==> src/rtl/display_source_ctrl.sv <==
// display_source_ctrl
//   Upstream feeder for the four-digit seven-segment monitor. Selects the
//   16-bit word shown on the display from one of three sources:
//     PORT   : 16-bit word assembled from two 8-bit CPU port writes
//              (high byte staged first, low byte write commits)
//     DEBUG  : live 16-bit debug word (e.g. {PC, IR})
//     FREEZE : snapshot of the PORT word taken when FREEZE is entered
//   A debounced pushbutton cycles PORT -> DEBUG -> FREEZE -> PORT.
//
// Ports
//   clk       system clock, all state on rising edge
//   rst_n     asynchronous active-low reset
//   wr_en     CPU port write strobe, one cycle per write
//   wr_addr   0 = low byte (commit), 1 = high byte (stage)
//   wr_data   CPU write data
//   dbg_word  debug source word, sampled every cycle
//   btn       raw asynchronous pushbutton, active-high
//   dataout   registered word to the seven-segment monitor
//   mode      current source: 0 PORT, 1 DEBUG, 2 FREEZE
//   commit    one-cycle registered pulse after a low-byte write
module display_source_ctrl #(
  parameter int unsigned DEB_CYCLES = 250000,
  parameter int unsigned CNT_W      = 18
) (
  input  logic        clk,
  input  logic        rst_n,
  input  logic        wr_en,
  input  logic        wr_addr,
  input  logic [7:0]  wr_data,
  input  logic [15:0] dbg_word,
  input  logic        btn,
  output logic [15:0] dataout,
  output logic [1:0]  mode,
  output logic        commit
);

  localparam logic [1:0] PORT   = 2'd0;
  localparam logic [1:0] DEBUG  = 2'd1;
  localparam logic [1:0] FREEZE = 2'd2;

  localparam logic [CNT_W-1:0] DEB_LAST = CNT_W'(DEB_CYCLES - 1);

  // CPU port state
  logic [7:0]  hi_stage;
  logic [15:0] port_reg;
  logic [15:0] snapshot;

  // Button path state
  logic             sync1;
  logic             s;
  logic             stable;
  logic [CNT_W-1:0] cnt;
  logic             press_acc;

  logic [1:0]  mode_nxt;
  logic [15:0] dout_nxt;

  // ---------------------------------------------------------------------------
  // CPU port: high byte is staged and kept; low byte write commits the word.
  // ---------------------------------------------------------------------------
  always_ff @(posedge clk or negedge rst_n) begin
    if (!rst_n) begin
      hi_stage <= '0;
      port_reg <= '0;
      commit   <= 1'b0;
    end else begin
      commit <= 1'b0;
      if (wr_en) begin
        if (wr_addr) begin
          hi_stage <= wr_data;
        end else begin
          port_reg <= {hi_stage, wr_data};
          commit   <= 1'b1;
        end
      end
    end
  end

  // ---------------------------------------------------------------------------
  // Button synchronizer and debouncer. The counter only runs while the
  // synchronized level differs from the accepted level; any agreeing sample
  // restarts it, so pulses shorter than DEB_CYCLES are rejected.
  // ---------------------------------------------------------------------------
  always_ff @(posedge clk or negedge rst_n) begin
    if (!rst_n) begin
      sync1  <= 1'b0;
      s      <= 1'b0;
      stable <= 1'b0;
      cnt    <= '0;
    end else begin
      sync1 <= btn;
      s     <= sync1;
      if (s == stable) begin
        cnt <= '0;
      end else if (cnt == DEB_LAST) begin
        stable <= s;
        cnt    <= '0;
      end else begin
        cnt <= cnt + CNT_W'(1);
      end
    end
  end

  // Accepted press is the cycle in which stable is about to go 0 -> 1; the
  // mode advances on that same edge.
  always_comb begin
    press_acc = 1'b0;
    if ((s != stable) && (cnt == DEB_LAST) && s) begin
      press_acc = 1'b1;
    end
  end

  // ---------------------------------------------------------------------------
  // Mode FSM. Encoding 3 is unreachable and behaves like PORT.
  // ---------------------------------------------------------------------------
  always_comb begin
    mode_nxt = mode;
    if (press_acc) begin
      case (mode)
        DEBUG:   mode_nxt = FREEZE;
        FREEZE:  mode_nxt = PORT;
        default: mode_nxt = DEBUG;
      endcase
    end
  end

  // Snapshot captures port_reg as it was before the edge, so a commit landing
  // on the same edge as entry into FREEZE is not included.
  always_ff @(posedge clk or negedge rst_n) begin
    if (!rst_n) begin
      mode     <= PORT;
      snapshot <= '0;
    end else begin
      mode <= mode_nxt;
      if (press_acc && (mode == DEBUG)) begin
        snapshot <= port_reg;
      end
    end
  end

  // ---------------------------------------------------------------------------
  // Output select from pre-edge register values; dataout lags one cycle.
  // ---------------------------------------------------------------------------
  always_comb begin
    dout_nxt = port_reg;
    case (mode)
      DEBUG:   dout_nxt = dbg_word;
      FREEZE:  dout_nxt = snapshot;
      default: dout_nxt = port_reg;
    endcase
  end

  always_ff @(posedge clk or negedge rst_n) begin
    if (!rst_n) begin
      dataout <= '0;
    end else begin
      dataout <= dout_nxt;
    end
  end

endmodule
==> config.mk <==
export PLATFORM = sky130hd
export DESIGN_NAME = display_source_ctrl
export DESIGN_NICKNAME = d
export VERILOG_FILES = /design/src/rtl/display_source_ctrl.sv
export SDC_FILE = /design/constraint.sdc
export NUM_CORES = 1
export LEC_CHECK = 0
export CORE_ASPECT_RATIO = 2
export CORE_UTILIZATION = 50
export DETAILED_ROUTE_END_ITERATION = 10
export PLACE_DENSITY_LB_ADDON = 0.1
export SLEW_MARGIN = 15
export SYNTH_ARGS = -nofsm -noshare
export SYNTH_HDL_FRONTEND = slang
export SYNTH_SLANG_ARGS = --single-unit
==> constraint.sdc <==
create_clock -name clk -period 2.3 [get_ports clk]
set_clock_uncertainty 0.15 [all_clocks]
set_input_delay 0.23 -clock clk [delete_from_list [all_inputs] [get_ports clk]]
set_output_delay 0.23 -clock clk [all_outputs]
set_load 0.05 [all_outputs]
=== Word level (Yosys, flattened, before mapping) ===
Index checks and enable logic that the tools add are counted.

* Register bits after elaboration: 80
* Bits of input ports: 29
* Output and inout port bits: 19
* Word-level logic and storage cells: 31

* Add/sub/neg operators: 1
* Eq/ne operators: 5
* Mux-type cells: 7
* Bitwise operators: 2
* Reduce and logical (&&, ||, !) cells: 6

{| class="wikitable"
|+ Operators with widths
! operator !! number
|-
| $mux W18 || 2
|-
| $pmux W16 S2 || 1
|-
| $add A18 B1 Y18 const B || 1
|-
| $eq A18 B18 Y1 const B || 1
|-
| $reduce_and A2 Y1 || 3
|-
| $pmux W2 S2 || 1
|-
| $logic_and A1 B1 Y1 || 3
|-
| $mux W1 || 3
|-
| $eq A2 B1 Y1 const B || 1
|-
| $eq A2 B2 Y1 const B || 1
|-
| $not A1 Y1 || 2
|-
| $eq A1 B1 Y1 || 1
|-
| $ne A1 B1 Y1 || 1
|}

=== Depth between registers and ports, before layout ===
* Word-level depth: 5
* Gate-level depth with buffers: 7
* Gate-level depth less buffers: 5

=== Worst setup path before layout ===
OpenSTA, ideal clock, no wires.

* Kind: reg2reg
* Start point: reg mode[0]
* End point: reg snapshot[10]
* Library setup time: 0.125 ns
* Arrival time: 2.113 ns
* Data required time: 2.025 ns
* Slack: -0.088 ns
* Stages on the path, launching flop included: 7
* Path buffers: 2
* Period minus slack after synthesis: 2.388 ns
* Cell sequence: dfrtp_1 > ha_1 > clkbuf_1 > nand3b_1 > nor3_2 > buf_4 > mux2_2

* Cells in the longest elaborated chain, start to end: 2

{| class="wikitable"
|+ Ends and longest elaborated chain
! what !! line !! text
|-
| start: declaration || 33 || <nowiki>output logic [1:0] mode,</nowiki>
|-
| start signal: assignment || 134 || <nowiki>mode <= mode_nxt;</nowiki>
|-
| $eq A2 B1 Y1 || 135 || <nowiki>if (press_acc && (mode == DEBUG)) begin</nowiki>
|-
| $logic_and A1 B1 Y1 || 135 ||
|-
| end signal: assignment || 136 || <nowiki>snapshot <= port_reg;</nowiki>
|-
| end: declaration || 46 || <nowiki>logic [15:0] snapshot;</nowiki>
|}

No other way between the ends.
A chain may end at the register's enable or synchronous reset.

=== Worst setup path in the final report ===
* Start point: reg cnt[10]
* End point: reg snapshot[0]

* Cells in the longest elaborated chain, start to end: 5

{| class="wikitable"
|+ Ends and longest elaborated chain
! what !! line !! text
|-
| start: declaration || 52 || <nowiki>logic [CNT_W-1:0] cnt;</nowiki>
|-
| start signal: assignment || 99 || <nowiki>cnt <= cnt + CNT_W'(1);</nowiki>
|-
| $eq A18 B18 Y1 || 108 || <nowiki>if ((s != stable) && (cnt == DEB_LAST) && s) begin</nowiki>
|-
| $logic_and A1 B1 Y1 (2 in series) || 108 ||
|-
| $mux W1 || 108 ||
|-
| $logic_and A1 B1 Y1 || 135 ||
|}

No other way between the ends.

==> flow_summary.json <==
{
  "synth_area_um2": 3340,
  "r2r_end": "snapshot[0]$_DFFE_PN0P_",
  "routedWlPerCell_um": 15.8,
  "largest_register_ffs": 18,
  "netlist_top_cells_count": "dfrtp_1 (80), mux2_2 (42), nand2_1 (23)",
  "grt_pass1_vias": 2264,
  "setup_slack_ps": 153,
  "slew_headroom_pct": 56.8,
  "instances_no_fill": 418,
  "async_flop_share_pct": 100,
  "hold_slack_ps": 197,
  "post-place-cells": 402,
  "synthToLayoutAreaGrowth_pct": 27.6,
  "critical_path_class": "flip-flop to flip-flop",
  "place_area_um2": 3990,
  "cap_violations": 0,
  "fin_area_um2": 4260,
  "power.internal_mw": 2.56,
  "grt_overflow": 0,
  "met3_wirelength_um": 196,
  "yosys_warnings": 0,
  "r2r_cells": 6,
  "core_area_um2": 6360,
  "power_switching_mw": 0.889,
  "n_antenna_cell": 0,
  "clock-root-buffer": "clkbuf_16",
  "drtPass1Iterations": 6,
  "holdBufCountCts": 1,
  "die_x_um": 59.8,
  "hold_viol": 0,
  "synth_area_leader_cell": "dfrtp_1",
  "cts_setup_buffers": 0,
  "drcViolationCount": 0,
  "swShare_pct": 25.8,
  "antenna_found_initial": 0,
  "postSynthAreaPerCell_um2": 12.4,
  "dr.first_iter.drc_count": 103,
  "min_from": "sync1$_DFF_PN0_",
  "clock_sinks": 80,
  "crit_path_cell_trace": "nor4_1 -> buf_4 -> nand2_1 -> nor3_4 -> buf_12 -> mux2_2",
  "end_kind": "flip-flop",
  "powerDensity_nw_per_um2": 809,
  "synth.top_cell.area_share_pct": 59.9,
  "tightest_slew_ps": 648,
  "dp_slack_ps": 160,
  "postRouteAntennaNets": 0,
  "grt_setup_unrepaired": "false",
  "io_pins": 48,
  "cts_buffers": 9,
  "reg2reg_setup_slack_ps": 150,
  "fmax_ghz": 0.466,
  "ir_worst_vdd_mv": 0.546,
  "grt.total_usage_pct": 21.6,
  "status": "completed",
  "grt_max_degree": 50,
  "period_share_pct": 93.4,
  "combPwrFrac_pct": 16.0,
  "totalWireLength_um": 6620,
  "vias_per_cell": 5.37,
  "path_clk_slew_ps": 50,
  "holdCritPathClass": "flip-flop to flip-flop",
  "post_synth_num_cell_types": 30,
  "yosysMostFrequentCell": "dfrtp_1",
  "ys_ff_latch": 80,
  "cts.repair.resized": 0,
  "cts_tree": "done",
  "whs_path_depth": 0,
  "num-nets-final": 361,
  "startpoint_type": "flip-flop",
  "ctsHtreeMaxLevel": 3,
  "rows": 41,
  "dr_wl_met2_um": 3640,
  "ys.flop_type": "dfrtp_1",
  "pwr-share-seq_pct": 47.0,
  "wirelength_met1_um": 2610,
  "hold_end": "s$_DFF_PN0_",
  "clkPwrFrac_pct": 37.0,
  "hpwl_um": 4760,
  "crit_path_max_fanout": 16,
  "layout-drive-gt1-share_pct": 21.4,
  "netlist_top_cells_area": "dfrtp_1 (60%), mux2_2 (14%), a22oi_1 (3.6%)",
  "synth_nets": 302,
  "slew_viol_final": 0,
  "p_leak_nw": 1.84,
  "yosysSeqAreaShare_pct": 59.9,
  "top_layer_used": "met4",
  "die_y_um": 118,
  "vias": 2245,
  "fin_tns_setup_ps": 0,
  "setup_violations": 0,
  "r2r_start": "cnt[10]$_DFF_PN0_",
  "crit_arrival_ps": 2210,
  "fillers": 508,
  "slowest_delay_ps": 420,
  "critPathRequiredTime_ps": 2360,
  "initial_core_util_pct": 52.5,
  "clk_latency_ps": 330,
  "io_buffers": 47,
  "top_register": "cnt",
  "clockBufferDepth": 2,
  "die_area_um2": 7030,
  "syn_inst": 269,
  "synth-edff-count": 0,
  "gp_congestion": 0.837,
  "grt_pass1_wl_um": 11100,
  "cpMaxStageDelayCell": "dfrtp_1",
  "layout_min_cycle_time_ps": 2150
}
-- how the worst max path moves through the flow --
stage	endpoint	startpoint	slack, ps
after floorplan	snapshot[10]$_DFFE_PN0P_	mode[1]$_DFFE_PN0P_	10
after global placement	snapshot[11]$_DFFE_PN0P_	cnt[10]$_DFF_PN0_	220
after detailed placement	snapshot[0]$_DFFE_PN0P_	cnt[10]$_DFF_PN0_	160
after CTS	snapshot[0]$_DFFE_PN0P_	cnt[10]$_DFF_PN0_	140
after global routing	snapshot[13]$_DFFE_PN0P_	cnt[10]$_DFF_PN0_	30
final	snapshot[0]$_DFFE_PN0P_	cnt[10]$_DFF_PN0_	150
-- power groups by stage --
stage	registers [mW]	clock network (mW)	logic, mW
2_1_floorplan	1.83	0	0.131
3_3_place_gp	1.64	0	0.547
3_5_place_dp	1.65	0	0.555
4_1_cts	1.62	1.31	0.559
5_1_grt	1.64	1.37	0.589
6_report	1.62	1.28	0.551
-- through the flow --
stage                     utilization (%)  total power, mW
after floorplan                         -             1.96
after detailed placement             62.7             2.20
after global placement               62.7             2.19
after CTS                            67.0             3.49
final                                67.0             3.45
after global routing                 67.0             3.60
-- final cells by class --
| class | count | area [µm²] | area share (%) |
|---|---|---|---|
| Timing Repair Buffer | 59 | 586 | 13.7 |
| Clock buffer | 15 | 268 | 6.28 |
| Multi-Input combinational cell | 172 | 1280 | 30.0 |
| Sequential cell | 80 | 2000 | 47.0 |
| Tap cell | 86 | 108 | 2.52 |
| Inverter | 6 | 22.5 | 0.528 |
-- kinds of logic (layout without fill, tap and decap cells) --
group,count (synthesis),count (layout),synth area share [%]
adders and majority gates,4,4,1.50
muxes,42,42,14.2
xor gates and xnor gates,15,15,3.93
and+or+nand+nor,72,72,11.3
DFF,80,80,59.9
buffers and inverters,17,80,2.02
AOI/OAI and AO/OA,39,39,7.12
-- cell usage in the layout, fill, tap and decap left out, types with 2 or more instances in the layout --
master            n
inv_1             6
dfrtp_1          79
clkdlybuf4s50_1  46
mux2_2           42
nor4_1            6
buf_4            10
buf_12            2
nor3_1            3
and3_1            2
a22oi_1          16
clkbuf_1          4
nand2_1          23
nand3_1           3
clkbuf_16         9
a21oi_1           2
nor2_1           18
nand4_1           8
xnor2_1          11
clkbuf_8          2
xor2_1            4
o21ai_0          19
ha_1              4
-- metal layers --
metal / vias to the layer above / global-route usage [%]
met5: - / 0
met4: 0 / 10.9
met3: 16 / 4.40
met2: 51 / 35.9
met1: 1108 / 25.4
li1: 1070 / -
-- critical path: cells and delay by family (launching register included) --
kind | cells | cell delay (ps)
and+or+nand+nor | 3 | 750
DFF | 1 | 420
buffers and inverters | 2 | 370
muxes | 1 | 340
(Power assumes the default switching activity.)
